`config.mk`:
```
export PLATFORM = sky130hd
export DESIGN_NAME = div_32_bit_seq_flat
export DESIGN_NICKNAME = d
export VERILOG_FILES = /design/src/rtl/div_32_bit_seq_if.sv /design/src/rtl/div_32_bit_seq.sv /design/src/flat_wrapper.sv
export SDC_FILE = /design/constraint.sdc
export NUM_CORES = 1
export LEC_CHECK = 0
export BUFFER_PORTS_ARGS = -buffer_cell sky130_fd_sc_hd__buf_2
export CORE_ASPECT_RATIO = 1.4
export CORE_MARGIN = 5
export CORE_UTILIZATION = 30
export DETAILED_ROUTE_END_ITERATION = 10
export HOLD_SLACK_MARGIN = 0.03
export PLACE_DENSITY = 0.53
export SLEW_MARGIN = 25
export SYNTH_ARGS = -nofsm -noshare
export SYNTH_HDL_FRONTEND = slang
export SYNTH_SLANG_ARGS = --single-unit
```
`constraint.sdc`:
```
create_clock -name clock -period 18.26 [get_ports clock]
set_input_delay 1.826 -clock clock [delete_from_list [all_inputs] [get_ports clock]]
set_output_delay 1.826 -clock clock [all_outputs]
set_load 0.02 [all_outputs]
```
`src/rtl/div_32_bit_seq_if.sv`:
```
// Operand/result bundle for the sequential signed divider.
// The requester drives start and the operands; the divider drives results and status.
interface div_32_bit_seq_if;
    logic        start;
    logic [31:0] Ra;
    logic [31:0] Rb;
    logic [31:0] quotient;
    logic [31:0] remainder;
    logic        busy;
    logic        done;
    logic        div_by_zero;

    modport master (
        output start, Ra, Rb,
        input  quotient, remainder, busy, done, div_by_zero
    );

    modport slave (
        input  start, Ra, Rb,
        output quotient, remainder, busy, done, div_by_zero
    );
endinterface

```
`src/rtl/div_32_bit_seq.sv`:
```
// 32-bit signed sequential divider: one non-restoring step per clock on operand magnitudes,
// followed by a sign/remainder fix-up cycle. Truncates toward zero; remainder follows the dividend.
//
// state | meaning
// IDLE  | waiting for start; results held
// ITER  | one non-restoring step per edge, 32 steps
// FIX   | remainder correction, sign fix-up, result load (also loads the divide-by-zero result)
// DONE  | one-cycle done pulse, returns to IDLE
module div_32_bit_seq (
    input logic             clock,
    input logic             clear,
    div_32_bit_seq_if.slave bus
);

    typedef enum logic [1:0] {IDLE, ITER, FIX, DONE} state_t;

    state_t      state;
    state_t      state_nxt;
    logic [5:0]  step;
    logic [32:0] prem;
    logic [31:0] quo_work;
    logic [31:0] dvs_mag;
    logic [31:0] dvd_raw;
    logic        neg_quo;
    logic        neg_rem;
    logic        zero_div;
    logic [31:0] quo_reg;
    logic [31:0] rem_reg;
    logic        dbz_reg;

    logic [32:0] prem_shift;
    logic [32:0] prem_step;
    logic [32:0] rem_fix;
    logic [31:0] quo_final;
    logic [31:0] rem_final;

    always_ff @(posedge clock or posedge clear) begin
        if (clear) state <= IDLE;
        else       state <= state_nxt;
    end

    always_comb begin
        state_nxt = state;
        case (state)
            IDLE: if (bus.start) state_nxt = (bus.Rb == 32'd0) ? FIX : ITER;
            ITER: if (step == 6'd31) state_nxt = FIX;
            FIX:  state_nxt = DONE;
            DONE: state_nxt = IDLE;
            default: state_nxt = IDLE;
        endcase
    end

    // 33-bit arithmetic; any carry beyond bit 32 is dropped by the width.
    always_comb begin
        prem_shift = {prem[31:0], quo_work[31]};
        prem_step  = prem[32] ? (prem_shift + {1'b0, dvs_mag})
                              : (prem_shift - {1'b0, dvs_mag});
        rem_fix    = prem[32] ? (prem + {1'b0, dvs_mag}) : prem;
        quo_final  = neg_quo ? (32'd0 - quo_work) : quo_work;
        rem_final  = neg_rem ? (32'd0 - rem_fix[31:0]) : rem_fix[31:0];
    end

    always_ff @(posedge clock or posedge clear) begin
        if (clear) begin
            step     <= 6'd0;
            prem     <= 33'd0;
            quo_work <= 32'd0;
            dvs_mag  <= 32'd0;
            dvd_raw  <= 32'd0;
            neg_quo  <= 1'b0;
            neg_rem  <= 1'b0;
            zero_div <= 1'b0;
            quo_reg  <= 32'd0;
            rem_reg  <= 32'd0;
            dbz_reg  <= 1'b0;
        end else begin
            case (state)
                IDLE: begin
                    if (bus.start) begin
                        step     <= 6'd0;
                        prem     <= 33'd0;
                        quo_work <= bus.Ra[31] ? (32'd0 - bus.Ra) : bus.Ra;
                        dvs_mag  <= bus.Rb[31] ? (32'd0 - bus.Rb) : bus.Rb;
                        dvd_raw  <= bus.Ra;
                        neg_quo  <= bus.Ra[31] ^ bus.Rb[31];
                        neg_rem  <= bus.Ra[31];
                        zero_div <= (bus.Rb == 32'd0);
                    end
                end
                ITER: begin
                    prem     <= prem_step;
                    quo_work <= {quo_work[30:0], ~prem_step[32]};
                    step     <= step + 6'd1;
                end
                FIX: begin
                    if (zero_div) begin
                        quo_reg <= 32'hFFFF_FFFF;
                        rem_reg <= dvd_raw;
                        dbz_reg <= 1'b1;
                    end else begin
                        quo_reg <= quo_final;
                        rem_reg <= rem_final;
                        dbz_reg <= 1'b0;
                    end
                end
                default: ;
            endcase
        end
    end

    assign bus.busy        = (state != IDLE);
    assign bus.done        = (state == DONE);
    assign bus.quotient    = quo_reg;
    assign bus.remainder   = rem_reg;
    assign bus.div_by_zero = dbz_reg;

endmodule
```
`src/flat_wrapper.sv`:
```
// flat-port wrapper written by rule: the top's interface ports become plain ports
module div_32_bit_seq_flat 
  (clock, clear, bus_start, bus_Ra, bus_Rb, bus_quotient, bus_remainder, bus_busy, bus_done, bus_div_by_zero);
  div_32_bit_seq_if bus_i ();
  input logic clock;
  input logic clear;
  input wire logic [$bits(bus_i.start)-1:0] bus_start;
  input wire logic [$bits(bus_i.Ra)-1:0] bus_Ra;
  input wire logic [$bits(bus_i.Rb)-1:0] bus_Rb;
  output wire logic [$bits(bus_i.quotient)-1:0] bus_quotient;
  output wire logic [$bits(bus_i.remainder)-1:0] bus_remainder;
  output wire logic [$bits(bus_i.busy)-1:0] bus_busy;
  output wire logic [$bits(bus_i.done)-1:0] bus_done;
  output wire logic [$bits(bus_i.div_by_zero)-1:0] bus_div_by_zero;
  assign bus_i.start = bus_start;
  assign bus_i.Ra = bus_Ra;
  assign bus_i.Rb = bus_Rb;
  assign bus_quotient = bus_i.quotient;
  assign bus_remainder = bus_i.remainder;
  assign bus_busy = bus_i.busy;
  assign bus_done = bus_i.done;
  assign bus_div_by_zero = bus_i.div_by_zero;
  div_32_bit_seq u_core (.clock(clock), .clear(clear), .bus(bus_i));
endmodule
```
Yosys cells after proc, flatten, opt, wreduce, memory -nomap -nowiden. Index checks and enable logic that the tools add are counted.

Reduce and logical (&&, ||, !) cells: 7. Bitwise operators: 2. Muxes and demuxes: 19. Add/sub/neg operators: 8. Equal/unequal tests: 6.

Operator list (number): $mux W32 (8); $sub A1 B32 Y32 const A (4); $mux W33 (2); $pmux W33 S2 (1); $pmux W32 S2 (1); $add A33 B32 Y33 (1); $sub A33 B32 Y33 (1); $add A32 B32 Y32 (1); $logic_not A32 Y1 (1); $pmux W6 S2 (1); $pmux W2 S4 (1); $add A6 B1 Y6 const B (1); $eq A6 B5 Y1 const B (1); $mux W2 (3); $mux W6 (1); $reduce_and A2 Y1 (3); $eq A2 B2 Y1 const B (2); $reduce_bool A2 Y1 (2); $eq A2 B1 Y1 const B (1); $logic_not A2 Y1 (1); $ne A2 B1 Y1 const B (1); $ne A2 B2 Y1 const B (1); $mux W1 (1); $not A1 Y1 (1); $xor A1 B1 Y1 (1).

Input port bits: 67. Logic and storage cells: 54. Register bits after elaboration: 205.

Depth between registers and ports, before layout.
Depth in word-level cells: 5. Depth in mapped cells: 23.

Worst setup path before layout. No wires, ideal clock.

Path kind: flip-flop to flip-flop. Start: reg u_core.prem[32]. End: reg u_core.prem[31]. Cell stages (with the launch flop): 22. Arrival time: 5358 ps. Path slack: 12769 ps. Setup time: 133 ps. Clock period less this slack: 5491 ps. Path buffers: 8. Cell sequence: dfrtp_1 -> buf_2 -> buf_2 -> clkbuf_1 -> clkbuf_1 -> buf_1 -> buf_1 -> clkbuf_1 -> buf_1 -> nor2_1 -> xnor2_1 -> ha_1 -> a2111o_1 -> a21oi_1 -> o22ai_1 -> o221a_2 -> a211oi_1 -> o21ai_0 -> a221o_1 -> a21oi_1 -> xnor2_1 -> o21ai_0.

Word-level cells in the longest chain between the ends: 2.

Ends and longest elaborated chain: start, declared (line div_32_bit_seq.sv:20) `logic [32:0] prem;`; start signal, assigned (line div_32_bit_seq.sv:91) `prem <= prem_step;`; $mux W33 (line div_32_bit_seq.sv:56) `prem_step = prem[32] ? (prem_shift + {1'b0, dvs_mag})`; $pmux W33 S2 (line div_32_bit_seq.sv:77) `case (state)`.

No other way between the ends. A chain may end at the register's enable or synchronous reset.

Worst setup path after layout.
Start: reg u_core.dvs_mag[2]. End: reg u_core.prem[32].

Word-level cells in the longest chain between the ends: 3. Elaborated cells between the ends (all ways): 4.

Ends and longest elaborated chain: start, declared (line div_32_bit_seq.sv:22) `logic [31:0] dvs_mag;`; start signal, assigned (line div_32_bit_seq.sv:83) `dvs_mag <= bus.Rb[31] ? (32'd0 - bus.Rb) : bus.Rb;`; $sub A33 B32 Y33 / $add A33 B32 Y33 (equally long branches) (line div_32_bit_seq.sv:57, div_32_bit_seq.sv:56); $mux W33 * (line div_32_bit_seq.sv:56); $pmux W33 S2 * (line div_32_bit_seq.sv:77).

Every way passes the cells marked *; elsewhere a longest branch is shown, timed or not.

==> metrics <==
Yosys Warn Count 0; clock latency at the later pin of the worst-skew pair about 540 ps; final-report hold violation count 0; synthesis-to-layout area growth 13.3%; floorplan die height 275 um; unrepaired setup endpoints after global routing false; number of buffers inserted by port buffering 133; hold path start u_core.bus.remainder[25]; crit path DAT 5600 ps; setup TNS 0 ps; fraction of the cycle the final worst path needs between 20% and 30%; DRC violations left 0; largest fanout on the critical path 6; vias in the first global route about 13000; placed cell areas about 16000 sq um; number of max-cap violations 0; share of synthesized registers carrying an async set or reset 100%; clock root buffer sky130_fd_sc_hd__clkbuf_16; flops & latches, synth 204; clock tree from TritonCTS yes; instance count of the mapped netlist 1766; number of buffers inserted during clock tree synthesis 24; Die Footprint between 50000 and 60000 sq um; endpoints failing setup 0; beginning of the worst register-to-register path u_core.dvs_mag[2]; first-pass GRT wire length ~70000 um; number of nets in the final layout around 2000; total global-route track usage 15.6%; first drt pass iteration count 5; post-synth top area share roughly 34%; starting utilization of the core area 30.2%; cell taking the most area after synthesis sky130_fd_sc_hd__dfrtp_1; vias after detailed routing between 10000 and 15000; Relative slew margins between 30% and 40%; detailed placer's ending HPWL about 34000 um; placer's final routability congestion estimate ~0.84; portion of the post-synthesis area used by sequential elements between 30 and 40%; Post-CTS Setup Bufs 0; Internal Dissipation 0.00184 W; ranking of synthesized cells by area sky130_fd_sc_hd__dfrtp_1, sky130_fd_sc_hd__xor2_1, sky130_fd_sc_hd__ha_1; outcome finished, final reports clean; maximum achievable frequency roughly 190 MHz; sequential fraction of design power roughly a quarter; number of distinct library cells after synthesis 81; combinational group share of total power about 60%; Critical Path Start Type register; routed wirelength normalized by instance count around 17 um; average cell area after synthesis approximately 8.5 sq um; Antenna Violating Nets Remaining 0; flip-flop cell with the highest count after synthesis sky130_fd_sc_hd__dfrtp_1; fraction of final layout cells with drive strength greater than 1 around an eighth; post-synthesis instance area 15000 sq um; number of levels in the clock H-tree 1; slowest stage cell, crit path sky130_fd_sc_hd__nor4_1; I/O pin cnt about 130; Finished Cell Area approximately 17000 sq um; power density of the placed cells 212 nW/um^2; total congestion overflow 0; Least-Margin Pin Slew about 1000 ps; switching portion of total power 49.1%; CTS Hold Buffers Added 0; skew final around 14 ps; maximum root-to-sink buffer count 3; worst setup path startpoint u_core.dvs_mag[2]; largest vdd supply drop 0.0000884 V; crit path capture type register; overall die width roughly 200 um; antenna violations before repair 2; post-synth net total 1908; via density per instance about 5.2; clock sinks between 200 and 250; number of DRC markers after the initial detailed-route iteration just under 700; setup slack on the worst flop-to-flop path approximately 13000 ps; EDFF count, synth 0; standard cell core area ~50000 sq um; final critical path time including I/O delays and setup between 5000 and 6000 ps; number of standard-cell rows in the floorplan 97; required time at the endpoint of the critical path approximately 19000 ps; LEAKAGE roughly 7.4 nW; relative contribution of the clock network to total power ~13%; max-slew violation total from the final report 0; start-to-end type of the worst setup path register to register; count of cells resized by post-cts repair 0; Total Wirelength between 40000 and 50000 um; Hold/Removal Path Class register to register; reported net switching power between 0.0015 and 0.002 W; critical path cell sequence or3_1, nor4_1, nand3b_1, nor4_1, and2_1, nand2_1, nor2_1, nor2_1, xor2_1, ha_1, and3_1, and2_1, and3_1, nor4bb_1, o211ai_1, a21oi_1, mux2i_1, a211o_1; largest incremental delay on the critical path about 540 ps; Clk pin slew, worst setup/hold paths 60 ps; pin count of the biggest net entering global routing between 80 and 90
metal layers:
layer  share of wire [%]  GRT usage (%)
met1                  45           20.1
met2                  49           27.9
met3                 3.9           1.87
met4                 1.8           3.51
met5                   0              0
sequential cells by signal (all words and copies together), names as in the netlist, 2 cells and up:
name,cells
u_core.prem,33
u_core.bus.quotient,32
u_core.bus.remainder,32
u_core.dvd_raw,32
u_core.dvs_mag,32
u_core.quo_work,32
u_core.step,6
u_core.state,2
worst max-delay path: cells and delay by family, from the launching register on:
family          cells  cell delay [ps]
fa+ha+maj           1              370
xor+xnor            1              170
mux                 1              130
simple gates       12             3290
flops               1              450
compound gates      3              650
layout by cell type (no fill, tap or decap), types with 18 or more instances in the layout:
master / instances
sky130_fd_sc_hd__buf_2: 133
sky130_fd_sc_hd__a21o_1: 34
sky130_fd_sc_hd__o21a_1: 19
sky130_fd_sc_hd__inv_1: 38
sky130_fd_sc_hd__nand3_1: 22
sky130_fd_sc_hd__a21oi_1: 157
sky130_fd_sc_hd__nand2_1: 187
sky130_fd_sc_hd__xor2_1: 133
sky130_fd_sc_hd__dfrtp_1: 203
sky130_fd_sc_hd__mux2i_1: 25
sky130_fd_sc_hd__o31ai_1: 34
sky130_fd_sc_hd__xnor2_1: 59
sky130_fd_sc_hd__nor3_1: 31
sky130_fd_sc_hd__ha_1: 71
sky130_fd_sc_hd__nor2_1: 156
sky130_fd_sc_hd__o41ai_1: 18
sky130_fd_sc_hd__o21ai_0: 159
sky130_fd_sc_hd__clkbuf_16: 25
sky130_fd_sc_hd__a31oi_1: 20
sky130_fd_sc_hd__mux2_2: 36
sky130_fd_sc_hd__or3_1: 24
final timing paths:
path | end | cells past startpoint
setup / recovery | u_core.prem[32] | 18
hold / removal | u_core.bus.remainder[25] | 1
setup reg to reg | u_core.prem[32] | 18
hold reg to reg | u_core.bus.remainder[25] | 1
max in group asynchronous | u_core.prem[32] | 3
min in group asynchronous | u_core.bus.quotient[8] | 2
through the flow:
stage | util (%) | power, W | instances | hold slack, ps | setup WS, ps
2_1_floorplan | - | 0.00259 | 1766 | 450 | 10870
3_3_place_gp | 32.7 | 0.00314 | 2468 | 469 | 13190
3_5_place_dp | 32.7 | 0.00317 | 2468 | 475 | 13080
4_1_cts | 34.1 | 0.00365 | 2505 | 491 | 13030
5_1_grt | 34.2 | 0.00397 | 2507 | 507 | 12650
6_report | 34.2 | 0.00362 | 2507 | 484 | 13060
area by class of cell:
cell class / count / area (sq um)
well taps: 643 / 805
multi-input cells: 1435 / 9480
clock buffers: 31 / 668
repair buffers: 145 / 759
fillers: 5295 / 32800
flip-flops and latches: 204 / 5110
diodes: 2 / 5.00
inverters: 41 / 161
clock inverters: 6 / 55.1
synth_stat cells, types with 18 or more instances:
master / count
sky130_fd_sc_hd__a21oi_1: 157
sky130_fd_sc_hd__ha_1: 73
sky130_fd_sc_hd__or3_1: 24
sky130_fd_sc_hd__nand3_1: 22
sky130_fd_sc_hd__o21a_1: 19
sky130_fd_sc_hd__dfrtp_1: 204
sky130_fd_sc_hd__mux2i_1: 25
sky130_fd_sc_hd__nand2_1: 188
sky130_fd_sc_hd__mux2_2: 36
sky130_fd_sc_hd__a31oi_1: 20
sky130_fd_sc_hd__o21ai_0: 159
sky130_fd_sc_hd__o41ai_1: 18
sky130_fd_sc_hd__xor2_1: 133
sky130_fd_sc_hd__nor3_1: 31
sky130_fd_sc_hd__a21o_1: 34
sky130_fd_sc_hd__o31ai_1: 34
sky130_fd_sc_hd__clkbuf_1: 64
sky130_fd_sc_hd__inv_1: 39
sky130_fd_sc_hd__nor2_1: 156
sky130_fd_sc_hd__xnor2_1: 59
power groups by stage:
stage	logic, W	registers [W]	clock network (W)
final	0.00224	0.000925	0.000458
after global routing	0.00251	0.000963	0.000495
after CTS	0.00225	0.000925	0.000477
after detailed placement	0.00224	0.000931	0
after global placement	0.00221	0.000926	0
after floorplan	0.00168	0.000911	0
logic make-up after synthesis:
| family | Yosys count | synth area share, % |
|---|---|---|
| and+or+nand+nor | 554 | 17.5 |
| AOI/OAI and AO/OA | 550 | 23.1 |
| DFF | 204 | 33.9 |
| xor gates and xnor gates | 193 | 11.3 |
| buffers and inverters | 127 | 3.27 |
| adders and majority gates | 75 | 6.34 |
| muxes | 63 | 4.58 |
Note: power is estimated with default switching activity, not from simulation.
